--- src/rtl/fetch_unit_pkg.sv ---
// Shared core-pipeline definitions used by the fetch stage and its instruction buffer.
package fetch_unit_pkg;

  localparam int XLEN = 32;
  localparam logic [XLEN-1:0] NOP_INSTR_DEF = 32'h0000_0013;
  localparam logic [XLEN-1:0] RESET_PC_DEF  = 32'h0000_0000;

  typedef struct packed {
    logic [XLEN-1:0] instr;
    logic [XLEN-1:0] pc;
  } fetch_entry_t;

endpackage

--- src/rtl/fetch_fifo.sv ---
// Synchronous FIFO of fetch entries; flush beats push/pop, push is legal when full if a pop happens too.
module fetch_fifo
  import fetch_unit_pkg::*;
#(
  parameter int DEPTH = 2,
  localparam int AW = $clog2(DEPTH),
  localparam int CW = AW + 1
) (
  input  logic         clk,
  input  logic         rst_n,
  input  logic         flush,
  input  logic         push,
  input  fetch_entry_t push_data,
  input  logic         pop,
  output fetch_entry_t head,
  output logic [CW-1:0] count,
  output logic         full,
  output logic         empty
);

  fetch_entry_t  mem_q [DEPTH];
  fetch_entry_t  mem_d [DEPTH];
  logic [AW-1:0] wr_ptr_q, wr_ptr_d;
  logic [AW-1:0] rd_ptr_q, rd_ptr_d;
  logic [CW-1:0] count_q, count_d;
  logic          do_push, do_pop;

  assign empty   = (count_q == '0);
  assign full    = (count_q == CW'(DEPTH));
  assign count   = count_q;
  assign head    = mem_q[rd_ptr_q];
  assign do_pop  = pop && !empty;
  assign do_push = push && (!full || do_pop);

  always_comb begin
    mem_d    = mem_q;
    wr_ptr_d = wr_ptr_q;
    rd_ptr_d = rd_ptr_q;
    count_d  = count_q;
    if (flush) begin
      wr_ptr_d = '0;
      rd_ptr_d = '0;
      count_d  = '0;
    end else begin
      if (do_push) begin
        mem_d[wr_ptr_q] = push_data;
        wr_ptr_d        = wr_ptr_q + 1'b1;
      end
      if (do_pop) rd_ptr_d = rd_ptr_q + 1'b1;
      count_d = count_q + CW'(do_push) - CW'(do_pop);
    end
  end

  always_ff @(posedge clk or negedge rst_n) begin
    if (!rst_n) begin
      mem_q    <= '{default: '0};
      wr_ptr_q <= '0;
      rd_ptr_q <= '0;
      count_q  <= '0;
    end else begin
      mem_q    <= mem_d;
      wr_ptr_q <= wr_ptr_d;
      rd_ptr_q <= rd_ptr_d;
      count_q  <= count_d;
    end
  end

endmodule

--- src/rtl/fetch_unit.sv ---
// Instruction fetch stage: owns the PC, issues credit-limited in-order requests,
// buffers responses and drops wrong-path data after a redirect.
module fetch_unit
  import fetch_unit_pkg::*;
#(
  parameter logic [31:0] RESET_PC   = RESET_PC_DEF,
  parameter int          FIFO_DEPTH = 2,
  parameter logic [31:0] NOP_INSTR  = NOP_INSTR_DEF
) (
  input  logic        clk,
  input  logic        rst_n,
  input  logic        stall_IF,
  input  logic        pc_sel,
  input  logic [31:0] PCTarget,
  output logic        imem_req_valid,
  input  logic        imem_req_ready,
  output logic [31:0] imem_req_addr,
  input  logic        imem_rsp_valid,
  input  logic [31:0] imem_rsp_data,
  output logic [31:0] instr_IF,
  output logic [31:0] PC_IF,
  output logic [31:0] PCPlus4_IF,
  output logic        valid_IF
);

  localparam int CW = $clog2(FIFO_DEPTH) + 1;
  localparam logic [CW:0] DEPTH_L = (CW+1)'(FIFO_DEPTH);

  logic          run_q, run_d;
  logic [31:0]   pc_q, pc_d;
  logic [31:0]   retire_pc_q, retire_pc_d;
  logic [CW-1:0] outstanding_q, outstanding_d;
  logic [CW-1:0] drop_cnt_q, drop_cnt_d;
  logic [CW-1:0] fifo_count;
  logic [CW:0]   credit_used;
  logic          fifo_full, fifo_empty;
  logic          accept, push, pop;
  fetch_entry_t  push_entry, head;

  // run_q keeps the request channel quiet until the first edge after reset release
  assign credit_used    = {1'b0, outstanding_q} + {1'b0, fifo_count};
  assign imem_req_valid = run_q && !pc_sel && (credit_used < DEPTH_L);
  assign imem_req_addr  = pc_q;
  assign accept         = imem_req_valid && imem_req_ready;

  assign valid_IF   = !fifo_empty;
  assign pop        = valid_IF && !stall_IF && !pc_sel;
  assign push       = imem_rsp_valid && !pc_sel && (drop_cnt_q == '0);
  assign push_entry = '{instr: imem_rsp_data, pc: retire_pc_q};

  assign instr_IF   = valid_IF ? head.instr : NOP_INSTR;
  assign PC_IF      = valid_IF ? head.pc : 32'h0;
  assign PCPlus4_IF = valid_IF ? head.pc + 32'd4 : 32'h0;

  always_comb begin
    run_d         = 1'b1;
    pc_d          = pc_q;
    retire_pc_d   = retire_pc_q;
    drop_cnt_d    = drop_cnt_q;
    outstanding_d = outstanding_q + CW'(accept) - CW'(imem_rsp_valid);
    if (pc_sel) begin
      // no accept on a redirect, so outstanding_d is exactly what is still owed
      pc_d        = PCTarget & ~32'd3;
      retire_pc_d = PCTarget & ~32'd3;
      drop_cnt_d  = outstanding_d;
    end else begin
      if (accept) pc_d = pc_q + 32'd4;
      if (imem_rsp_valid) begin
        if (drop_cnt_q != '0) drop_cnt_d  = drop_cnt_q - 1'b1;
        else                  retire_pc_d = retire_pc_q + 32'd4;
      end
    end
  end

  always_ff @(posedge clk or negedge rst_n) begin
    if (!rst_n) begin
      run_q         <= 1'b0;
      pc_q          <= RESET_PC;
      retire_pc_q   <= RESET_PC;
      outstanding_q <= '0;
      drop_cnt_q    <= '0;
    end else begin
      run_q         <= run_d;
      pc_q          <= pc_d;
      retire_pc_q   <= retire_pc_d;
      outstanding_q <= outstanding_d;
      drop_cnt_q    <= drop_cnt_d;
    end
  end

  fetch_fifo #(.DEPTH(FIFO_DEPTH)) u_fifo (
    .clk       (clk),
    .rst_n     (rst_n),
    .flush     (pc_sel),
    .push      (push),
    .push_data (push_entry),
    .pop       (pop),
    .head      (head),
    .count     (fifo_count),
    .full      (fifo_full),
    .empty     (fifo_empty)
  );

  a_rsp_owed: assert property (@(posedge clk) disable iff (!rst_n)
    imem_rsp_valid |-> (outstanding_q != '0));
  a_push_room: assert property (@(posedge clk) disable iff (!rst_n)
    push |-> (!fifo_full || pop));

endmodule
--- config.mk ---
export PLATFORM = sky130hd
export DESIGN_NAME = fetch_unit
export DESIGN_NICKNAME = d
export VERILOG_FILES = /design/src/rtl/fetch_unit_pkg.sv /design/src/rtl/fetch_fifo.sv /design/src/rtl/fetch_unit.sv
export SDC_FILE = /design/constraint.sdc
export NUM_CORES = 1
export LEC_CHECK = 0
export CAP_MARGIN = 20
export CORE_AREA = 4 4 142 144
export DETAILED_ROUTE_END_ITERATION = 12
export DIE_AREA = 0 0 146 148
export GPL_TIMING_DRIVEN = 0
export PLACE_DENSITY = 0.85
export SETUP_SLACK_MARGIN = 0.05
export SLEW_MARGIN = 5
export SYNTH_ARGS = -nofsm -noshare
export SYNTH_HDL_FRONTEND = slang
export SYNTH_SLANG_ARGS = --single-unit
--- constraint.sdc ---
create_clock -name clk -period 6.7 [get_ports clk]
set_input_delay 0.67 -clock clk [delete_from_list [all_inputs] [get_ports clk]]
set_output_delay 0.67 -clock clk [all_outputs]
set_load 0.05 [all_outputs]
==> flow_summary.yaml <==
outcome:
  run_status: "completed"
routing:
  viasPerCell: 6.048
  first_iter_violations: 675
  detailroute.via_count: 8703
  drcViolationCount: 0
  final_antenna_net_count: 0
  detail_route.wirelength_mm: 29.33
  drt_first_pass_iters: 7
  routedWlPerCell_um: 20.38
worst_setup_path:
  cpMostUsedCell: "sky130_fd_sc_hd__buf_2"
  worstPathArrival_ns: 5.10
  critPathSlowestCell: "sky130_fd_sc_hd__clkdlybuf4s50_1"
  cp_data_required_time_ns: 6.03
  crit_path_start_kind: "register"
  endpoint_kind: "primary output"
  path_class: "register to primary output"
  worst-path-max-fanout: 10
  reg2reg_slack_ns: 2.99
  crit_chain: "buf_6, buf_4, buf_2, buf_2, buf_2, mux2_2, ha_1, inv_1, a211oi_2, nand4_1, clkbuf_1, o21ai_0, nor3b_1, clkdlybuf4s50_1"
  cp_slowest_stage_delay_ns: 0.85
synth:
  yosys.cell_types.count: 63
  synth_edf_count: 0
  synth_top_cell_area_share: 0.4693
  yosys_warnings: 0
  synth_top_flop_cell: "sky130_fd_sc_hd__dfrtp_1"
  synth.top_cells.by_area: "sky130_fd_sc_hd__dfrtp_1, sky130_fd_sc_hd__mux2_2, sky130_fd_sc_hd__mux2i_1"
  ys_seq_area_frac: 0.4693
  largest_area_contributor_in_the_synthesized_netlist: "sky130_fd_sc_hd__dfrtp_1"
  netlist_area_um2: 10290
  post_synth_inst_count: 973
  syn_avg_cell_area_um2: 10.58
  synth_async_sr_flop_share: 1.000
  ys_seq_elements: 193
cts:
  clock_insertion_delay_worst_skew_ns: 0.44
  tritoncts: "yes"
  cts.root.buffer_cell: "sky130_fd_sc_hd__clkbuf_16"
  clock_tree.htree_level_count: 4
  path_clk_slew_ns: 0.07
  cts_sinks: 193
  max_clock_buf_depth: 2
  cts_repair_resize_count: 0
  holdBufCountCts: 0
  cts_post_setup_buffers_inserted: 0
  cts_inserted_buffers: 17
placement:
  dp_hpwl_mm: 21.23
  place_area_um2: 12550
  place_inst: 1404
  port_buffer_count: 191
  gpl.final_weighted_congestion: 0.9578
floorplanning:
  count_of_standard_cell_rows: 50
  die_height_um: 148
  die_area_um2: 21610
  start_util: 0.5502
  io-pin-count: 200
  coreArea_um2: 18710
  die_w_um: 146
global_route:
  overflow: 0
  grtUsageTotal: 0.2694
  wire_length_of_the_first_global_routing_pass_mm: 47.05
  grt_start_max_net_pins: 100
  vias_in_the_first_global_route: 8946
  antenna_found_initial: 1
worst_hold_path:
  min-delay-path-class: "primary input to asynchronous set/reset pin"
cells_and_area:
  final_layout_size_suffix_gt1_frac: 0.1669
  multi_input_comb_area_um2: 5162
  nets: 1270
  post_layout_nonfiller_instances: 1439
  layout-area-overhead-vs-synth_pct: 27.68
  final_design_area_no_fill_um2: 13140
  sequential_cell_area_um2: 4830
  fill_cells: 1371
power:
  total_leakage_power_nw: 5.322
  finalPower_w: 0.005127
  cellPowerDensity_nw_per_um2: 390.2
  vdd_drop_max_mv: 0.2228
timing:
  smallest_hold_slack_ns: 0.2316
  finalSetupViolations: 0
  period_needed_ns: 5.769
  unrepaired_setup_endpoints_after_global_routing: "no"
  finalHoldViolCount: 0
  worst-slew-pin-transition_ns: 0.9875
  layout_worst_path_cycle_share: 0.8611
  fin_worst_skew_ns: 0.01260
  slew_headroom: 0.3362
  final.setup.tns_ns: 0
  maxClockFrequency_mhz: 173.3
  timing.final.max_slew_violations: 0
flow_run:
  max_cap_violations: 0
[logic make-up after synthesis]
logic type      count (synthesis)  share of synthesized area
other cells                     2                  0.0007298
flops                         193                     0.4693
xor+xnor                       50                    0.04255
buf+inv                        72                    0.03088
mux                           197                     0.2084
compound gates                127                    0.08049
fa+ha+maj                       9                    0.01167
simple gates                  323                     0.1560
[final timing paths]
check,start,endpoint,depth (start not counted)
min in group clk,u_fifo.mem_q[100],u_fifo.mem_q[100],1
hold / removal,rst_n,u_fifo.mem_q[40],1
setup reg to reg,u_fifo.count[0],drop_cnt_q[1],13
max in group asynchronous,rst_n,retire_pc_q[5],2
hold reg to reg,u_fifo.mem_q[100],u_fifo.mem_q[100],1
setup / recovery,u_fifo.rd_ptr_q,PCPlus4_IF[28],14
[placed cells by master, fill, tap and decap left out, drive strengths merged, types with 5 or more instances in the layout]
cell,synthesis,layout
clkinv,1,11
nand2b,5,5
and2,17,17
conb,2,7
mux2i,59,59
clkdlybuf4s50,0,190
and3,9,9
nor3,18,18
o31a,7,7
nand3,42,42
dfrtp,193,193
o21ai,53,53
nand2,71,71
nor2,91,91
a21oi,15,15
mux2,138,138
o311ai,9,9
inv,12,13
clkbuf,36,57
nor4,12,12
nand4,27,27
or4,5,5
xnor2,21,21
ha,8,8
xor2,29,29
o211ai,8,8
buf,23,25
a31oi,7,7
[registers in the layout, indices dropped and copies added, names as in the netlist]
name	flops
u_fifo.count	2
retire_pc_q	30
drop_cnt_q	2
u_fifo.mem_q	124
u_fifo.rd_ptr_q	1
run_q	1
imem_req_addr	30
u_fifo.wr_ptr_q	1
outstanding_q	2
[worst max-delay path, delay by kind of cell, from the launching register on]
kind	cells	cell delay (ns)
AOI/OAI and AO/OA	2	0.65
adders and majority gates	1	0.21
buffers and inverters	8	2.53
DFF	1	0.34
muxes	1	0.24
and+or+nand+nor	2	0.66
[cells in the mapped netlist (18+ instances only)]
cell                         n
sky130_fd_sc_hd__clkbuf_1   34
sky130_fd_sc_hd__dfrtp_1   193
sky130_fd_sc_hd__mux2_2    138
sky130_fd_sc_hd__mux2i_1    59
sky130_fd_sc_hd__nand2_1    71
sky130_fd_sc_hd__nand3_1    42
sky130_fd_sc_hd__nand4_1    27
sky130_fd_sc_hd__nor2_1     91
sky130_fd_sc_hd__nor3_1     18
sky130_fd_sc_hd__o21ai_0    53
sky130_fd_sc_hd__xnor2_1    21
sky130_fd_sc_hd__xor2_1     29
[final cells by class]
type | count | area share
multi-input combinational | 713 | 0.3929
sequential | 193 | 0.3675
timing repair buffer | 194 | 0.1487
clock buffer | 19 | 0.03371
tap | 234 | 0.02228
buffer | 59 | 0.02047
clock inverter | 13 | 0.01047
inverter | 13 | 0.003714
antenna | 1 | 0.0001904
[per-layer routing]
layer  vias to the layer above  wire length, µm  track usage
li1                       3948                -            -
met1                      4220            12420       0.3603
met2                       461            13730       0.4341
met3                        74             2257      0.05150
met4                         0              915       0.1134
met5                         -                0            0
[report_power, final]
group	internal (W)	leakage, nW	total [W]	switching, W
Sequential	0.00153	2.42	0.00183	0.000299
Clock	0.000560	0.291	0.00101	0.000455
Combinational	0.000896	2.61	0.00228	0.00138
[through the flow]
step                      worst slack (ns)  utilization
after floorplan                      2.219            -
after global placement              -2.777       0.6690
after detailed placement             1.448       0.6708
after CTS                           0.9708       0.7018
after global routing                0.6762       0.7025
final                               0.9308       0.7025
No activity file was read; power rests on OpenSTA's default activity.
